File: src/rtl/sweep_sequencer.sv
// rtl/sweep_sequencer.sv - calibration sequencer: H then V sweep, latches position of peak light.
// Optional build macro SWEEP_AVG_EN compares a two-sample average instead of the raw light sample.
module sweep_sequencer #(
  parameter int LIGHT_W       = 10,
  parameter int POS_W         = 9,
  parameter int SETTLE_CYCLES = 16,
  parameter int TIMEOUT_W     = 12
) (
  input  logic               CLK,
  input  logic               RST_N,
  input  logic               START,
  input  logic [LIGHT_W-1:0] LIGHT,
  input  logic               CNT_H,
  input  logic               CNT_D,
  output logic               HS,
  output logic               VS,
  output logic [POS_W-1:0]   BEST_H,
  output logic [POS_W-1:0]   BEST_V,
  output logic               BUSY,
  output logic               DONE,
  output logic               ERR
);

  localparam int SET_W = $clog2(SETTLE_CYCLES + 1);

  typedef enum logic [2:0] {
    S_IDLE, S_H_ARM, S_H_SWEEP, S_SETTLE, S_V_ARM, S_V_SWEEP, S_FIN
  } state_t;

  state_t               state_q, state_d;
  logic [POS_W-1:0]     pos_q, pos_d;
  logic [LIGHT_W-1:0]   best_light_q, best_light_d;
  logic [POS_W-1:0]     best_h_q, best_h_d;
  logic [POS_W-1:0]     best_v_q, best_v_d;
  logic [TIMEOUT_W-1:0] wd_q, wd_d;
  logic [SET_W-1:0]     settle_q, settle_d;
  logic                 hs_q, hs_d, vs_q, vs_d;
  logic                 busy_q, busy_d, done_q, done_d, err_q, err_d;
  logic [LIGHT_W-1:0]   cmp_light;
  logic                 sample, wd_active;

`ifdef SWEEP_AVG_EN
  logic [LIGHT_W-1:0] light_prev_q, light_prev_d;
  logic [LIGHT_W:0]   light_sum;
  assign light_prev_d = LIGHT;
  assign light_sum    = {1'b0, LIGHT} + {1'b0, light_prev_q};
  assign cmp_light    = light_sum[LIGHT_W:1];
  always_ff @(posedge CLK or negedge RST_N) begin
    if (!RST_N) light_prev_q <= '0;
    else        light_prev_q <= light_prev_d;
  end
`else
  assign cmp_light = LIGHT;
`endif

  assign wd_active = (state_q == S_H_ARM) || (state_q == S_H_SWEEP) ||
                     (state_q == S_V_ARM) || (state_q == S_V_SWEEP);

  always_comb begin
    state_d      = state_q;
    pos_d        = pos_q;
    best_light_d = best_light_q;
    best_h_d     = best_h_q;
    best_v_d     = best_v_q;
    err_d        = err_q;
    settle_d     = '0;
    wd_d         = '0;
    sample       = 1'b0;
    // The arm cycle that sees count-enable is the first step (pos 0) of the sweep.
    case (state_q)
      S_IDLE: if (START) begin
        state_d      = S_H_ARM;
        err_d        = 1'b0;
        pos_d        = '0;
        best_light_d = '0;
      end
      S_H_ARM:   if (CNT_H) begin sample = 1'b1; state_d = S_H_SWEEP; end
      S_H_SWEEP: if (CNT_H) sample = 1'b1; else state_d = S_SETTLE;
      S_SETTLE: begin
        pos_d        = '0;
        best_light_d = '0;
        if (settle_q == SET_W'(SETTLE_CYCLES - 1)) state_d = S_V_ARM;
        else settle_d = settle_q + 1'b1;
      end
      S_V_ARM:   if (CNT_D) begin sample = 1'b1; state_d = S_V_SWEEP; end
      S_V_SWEEP: if (CNT_D) sample = 1'b1; else state_d = S_FIN;
      S_FIN:     state_d = S_IDLE;
      default:   state_d = S_IDLE;
    endcase
    if (sample) begin
      if (pos_q != '1) pos_d = pos_q + 1'b1;
      if (cmp_light > best_light_q) begin
        best_light_d = cmp_light;
        if ((state_q == S_V_ARM) || (state_q == S_V_SWEEP)) best_v_d = pos_q;
        else best_h_d = pos_q;
      end
    end
    if (wd_active && (wd_q == '1)) begin
      state_d = S_IDLE;
      err_d   = 1'b1;
    end
    if (wd_active && (state_d == state_q)) wd_d = wd_q + 1'b1;
  end

  // Enables rise one cycle after entering the arm state but drop on the exit edge itself.
  always_comb begin
    hs_d   = ((state_q == S_H_ARM) || (state_q == S_H_SWEEP)) &&
             ((state_d == S_H_ARM) || (state_d == S_H_SWEEP));
    vs_d   = ((state_q == S_V_ARM) || (state_q == S_V_SWEEP)) &&
             ((state_d == S_V_ARM) || (state_d == S_V_SWEEP));
    busy_d = (state_d != S_IDLE);
    done_d = (state_d == S_FIN);
  end

  always_ff @(posedge CLK or negedge RST_N) begin
    if (!RST_N) begin
      state_q      <= S_IDLE;
      pos_q        <= '0;
      best_light_q <= '0;
      best_h_q     <= '0;
      best_v_q     <= '0;
      wd_q         <= '0;
      settle_q     <= '0;
      hs_q         <= 1'b0;
      vs_q         <= 1'b0;
      busy_q       <= 1'b0;
      done_q       <= 1'b0;
      err_q        <= 1'b0;
    end else begin
      state_q      <= state_d;
      pos_q        <= pos_d;
      best_light_q <= best_light_d;
      best_h_q     <= best_h_d;
      best_v_q     <= best_v_d;
      wd_q         <= wd_d;
      settle_q     <= settle_d;
      hs_q         <= hs_d;
      vs_q         <= vs_d;
      busy_q       <= busy_d;
      done_q       <= done_d;
      err_q        <= err_d;
    end
  end

  assign HS     = hs_q;
  assign VS     = vs_q;
  assign BEST_H = best_h_q;
  assign BEST_V = best_v_q;
  assign BUSY   = busy_q;
  assign DONE   = done_q;
  assign ERR    = err_q;

endmodule

File: config.mk
export PLATFORM = sky130hd
export DESIGN_NAME = sweep_sequencer
export DESIGN_NICKNAME = d
export VERILOG_FILES = /design/src/rtl/sweep_sequencer.sv
export SDC_FILE = /design/constraint.sdc
export NUM_CORES = 1
export LEC_CHECK = 0
export ABC_AREA = 1
export CORE_MARGIN = 1
export CORE_UTILIZATION = 60
export DETAILED_ROUTE_END_ITERATION = 6
export PLACE_DENSITY = 0.93
export SETUP_SLACK_MARGIN = 0.4
export SKIP_CTS_REPAIR_TIMING = 1
export SYNTH_ARGS = -nofsm -noshare
export SYNTH_HDL_FRONTEND = slang
export SYNTH_SLANG_ARGS = --single-unit
File: constraint.sdc
create_clock -name CLK -period 4.25 [get_ports CLK]
set_clock_uncertainty 0.1 [all_clocks]
set_input_delay 0.425 -clock CLK [delete_from_list [all_inputs] [get_ports CLK]]
set_output_delay 0.425 -clock CLK [all_outputs]
set_load 0.02 [all_outputs]
==> impl_metrics.sql <==
INSERT INTO impl_metrics (metric_group, metric, value, unit) VALUES
('synth', 'synth_nets', '384', ''),
('detailed_routing', 'detail-route-antenna-nets', '0', ''),
('die', 'core_region_area', '0.00520', 'mm2'),
('detailed_routing', 'drt_wl_total', '6540', 'um'),
('timing', 'final_period_minus_worst_setup_slack', '2540', 'ps'),
('cells_and_area', 'layout-area-overhead-vs-synth', '17.6', '%'),
('worst_setup_path', 'worst_path_largest_cell_delay', '520', 'ps'),
('worst_setup_path', 'critical_path.cell_chain', 'clkdlybuf4s50_1 > ha_1 > nand2_1 > nor2_1 > nand4_1 > nand3_1 > nand3_4 > nand2_1 > o21ai_2', ''),
('worst_setup_path', 'critPathRequiredTime', '4380', 'ps'),
('synth', 'synth_area_leaders', 'sky130_fd_sc_hd__dfrtp_1 (47%), sky130_fd_sc_hd__nand2_1 (7.2%), sky130_fd_sc_hd__ha_1 (5.3%), sky130_fd_sc_hd__inv_1 (5.0%), sky130_fd_sc_hd__nand3_1 (4.7%)', ''),
('timing', 'slew_viol_final', '0', ''),
('power', 'pwr-share-seq', '36.6', '%'),
('power', 'worst_ir_drop_vdd', '474', 'uV'),
('grt', 'global_route.usage.total', '26.2', '%'),
('grt', 'antenna_found_initial', '0', ''),
('worst_setup_path', 'worst_setup_path_end_kind', 'flip-flop', ''),
('cts', 'clk-insertion-delay-late', '350', 'ps'),
('timing', 'grt_setup_unrepaired', 'no', ''),
('synth', 'netlist-cell-type-count', '33', ''),
('job', 'max_cap_viol_count', '0', ''),
('die', 'io_pins', '38', ''),
('timing', 'max_freq', '393', 'MHz'),
('detailed_routing', 'first_pass_iters', '4', ''),
('status', 'outcome', 'completed', ''),
('power', 'internal-power', '1.21', 'mW'),
('timing', 'timing.setup.tns', '0', 'ps'),
('die', 'design.die.area', '0.00579', 'mm2'),
('cells_and_area', 'layout.cells.most_common_list', 'sky130_fd_sc_hd__nand2_1 (63), sky130_fd_sc_hd__dfrtp_1 (62), sky130_fd_sc_hd__inv_1 (44)', ''),
('timing', 'finalHoldWorstSlack', '117', 'ps'),
('synth', 'portion_of_synthesized_cell_area_occupied_by_the_leading_cell_type', '47.1', '%'),
('timing', 'tightestPinTransition', '960', 'ps'),
('cells_and_area', 'post_route_cells_drive_above_1_share', '17.5', '%'),
('worst_setup_path', 'critPathKind', 'in -> reg', ''),
('power', 'net_switching_fraction_of_the_power', '41.1', '%'),
('grt', 'grt_start_max_net_pins', '63', ''),
('cts', 'clock_tree.buffer_depth', '2', ''),
('die', 'initial_utilization', '63.3', '%'),
('timing', 'timing_hold_violations_final', '0', ''),
('place', 'cell_area_after_placement', '0.00366', 'mm2'),
('worst_setup_path', 'critPathMostFrequentCell', 'sky130_fd_sc_hd__nand2_1', ''),
('worst_setup_path', 'worst_path_dominant_cell_family', 'simple AND/OR/NAND/NOR gates', ''),
('cts', 'numClockSinks', '62', ''),
('place', 'buffer_ports.inserted', '37', ''),
('cells_and_area', 'stdcell_area', '0.00387', 'mm2'),
('min_path', 'worstHoldPathType', 'in -> async', ''),
('synth', 'synth.yosys.warnings', '0', ''),
('cells_and_area', 'mostFrequentLayoutCell', 'sky130_fd_sc_hd__nand2_1', ''),
('worst_setup_path', 'crit_buf_inv', '1', ''),
('worst_setup_path', 'worstPathArrival', '2680', 'ps'),
('synth', 'avgSynthCellArea', '9.28', 'um2'),
('cells_and_area', 'final.fill_count', '368', ''),
('power', 'power.clock.fraction', '26.2', '%'),
('cells_and_area', 'final-seq-area', '0.00155', 'mm2'),
('timing', 'relSlewSlack', '35.9', '%'),
('timing', 'finalSetupViolations', '0', ''),
('detailed_routing', 'detail_route.vias_per_cell', '5.41', ''),
('cells_and_area', 'final_util', '74.4', '%'),
('power', 'power.leakage', '1.77', 'nW'),
('cts', 'clk_transition_reported_paths', '70', 'ps'),
('cts', 'clock_tree.root_cell', 'sky130_fd_sc_hd__clkbuf_8', ''),
('die', 'core.rowCount', '26', ''),
('timing', 'fin_crit_sh', '59.9', '%'),
('power', 'pwr-share-comb', '37.2', '%'),
('synth', 'yosysTopAreaCell', 'sky130_fd_sc_hd__dfrtp_1', ''),
('detailed_routing', 'drt_iter0_drc', '205', ''),
('detailed_routing', 'total_via_count_after_detailed_routing', '2544', ''),
('cts', 'cts_bufs_inserted', '9', ''),
('synth', 'synth_area', '0.00329', 'mm2'),
('worst_setup_path', 'worst_setup_path_start_kind', 'input port', ''),
('die', 'dieHeight', '76.1', 'um'),
('cells_and_area', 'multi_input_area', '0.00148', 'mm2');
[cell type report]
type | instances | area share [%]
clock inverters | 5 | 1.49
clock buffers | 11 | 3.91
flip-flops and latches | 62 | 40.1
well taps | 70 | 2.26
multi-input cells | 237 | 38.1
repair buffers | 38 | 9.63
inverters | 47 | 4.55
[worst reg2reg max path, cell delays in order, from the launching register on]
cell and delay (ps):
sky130_fd_sc_hd__dfrtp_1 360, sky130_fd_sc_hd__inv_1 50, sky130_fd_sc_hd__ha_1 280, sky130_fd_sc_hd__nand2_1 70, sky130_fd_sc_hd__nor2_1 210, sky130_fd_sc_hd__nand4_1 130, sky130_fd_sc_hd__nand3_1 520, sky130_fd_sc_hd__nand3_4 330
sky130_fd_sc_hd__nand2_1 180, sky130_fd_sc_hd__o21ai_2 70
[metrics by stage]
step	power [mW]	cells	setup slack, ps
floorplan	1.39	355	2290
global placement	1.48	454	1550
detailed placement	1.52	454	1440
CTS	2.07	470	1720
global route	2.20	470	1520
finish	2.06	470	1710
[cells in the mapped netlist]
cell type	number
sky130_fd_sc_hd__xor2_1	12
sky130_fd_sc_hd__buf_2	2
sky130_fd_sc_hd__nand3_4	2
sky130_fd_sc_hd__o211ai_1	1
sky130_fd_sc_hd__a21oi_1	6
sky130_fd_sc_hd__nor2_1	21
sky130_fd_sc_hd__inv_1	44
sky130_fd_sc_hd__nand2_1	63
sky130_fd_sc_hd__xnor2_1	2
sky130_fd_sc_hd__nand3_2	12
sky130_fd_sc_hd__nand2_2	9
sky130_fd_sc_hd__nand3_1	31
sky130_fd_sc_hd__nor3_2	11
sky130_fd_sc_hd__buf_6	5
sky130_fd_sc_hd__a211oi_1	1
sky130_fd_sc_hd__and3_1	1
sky130_fd_sc_hd__o21ai_0	9
sky130_fd_sc_hd__nand4_1	8
sky130_fd_sc_hd__o21ai_1	11
sky130_fd_sc_hd__inv_2	3
sky130_fd_sc_hd__a21boi_0	1
sky130_fd_sc_hd__o21ai_2	9
sky130_fd_sc_hd__o21a_4	1
sky130_fd_sc_hd__nor3b_1	1
sky130_fd_sc_hd__o21bai_1	1
sky130_fd_sc_hd__ha_1	14
sky130_fd_sc_hd__buf_4	1
sky130_fd_sc_hd__buf_8	1
sky130_fd_sc_hd__nand2_4	2
sky130_fd_sc_hd__nor2_2	3
sky130_fd_sc_hd__dfrtp_1	62
sky130_fd_sc_hd__o21a_1	1
sky130_fd_sc_hd__nor3_1	4
[path summary, 6_finish.rpt]
check,startpoint,to,slack [ps],cells after the start
max in group asynchronous,RST_N,BUSY,3420,2
hold reg to reg,settle_q[0],settle_q[0],360,1
min in group CLK,settle_q[0],settle_q[0],360,1
setup reg to reg,best_light_q[9],BEST_H[4],1840,9
hold / removal,RST_N,best_light_q[5],120,2
setup / recovery,LIGHT[7],BEST_H[4],1710,9
[sequential cells by signal, summed over array words and instances, names as in the netlist]
register / count
BEST_H: 9
BEST_V: 9
BUSY: 1
DONE: 1
ERR: 1
HS: 1
VS: 1
best_light_q: 10
pos_q: 9
settle_q: 5
state_q: 3
wd_q: 12
[cell families after synthesis]
family	after synthesis	share of synthesized area (%)
flops	62	47.1
fa+ha+maj	14	5.32
simple gates	168	27.9
buf+inv	56	8.05
xor+xnor	14	3.72
compound gates	41	7.94
[per-layer routing]
layer | track usage, % | vias to the layer above | part of all wire (%)
met5 | 0 | - | 0
met4 | 14.4 | 0 | 2.7
met3 | 5.39 | 16 | 4.9
met2 | 43.4 | 77 | 49
met1 | 32.1 | 1209 | 43
li1 | - | 1242 | -
[power by group through the flow]
stage / Clock, mW / Sequential (mW) / Combinational [mW]
after detailed placement: 0 / 0.764 / 0.756
after floorplan: 0 / 0.771 / 0.623
after CTS: 0.546 / 0.754 / 0.770
after global routing: 0.575 / 0.764 / 0.862
after global placement: 0 / 0.759 / 0.721
final: 0.540 / 0.755 / 0.766
(Power assumes the default switching activity.)
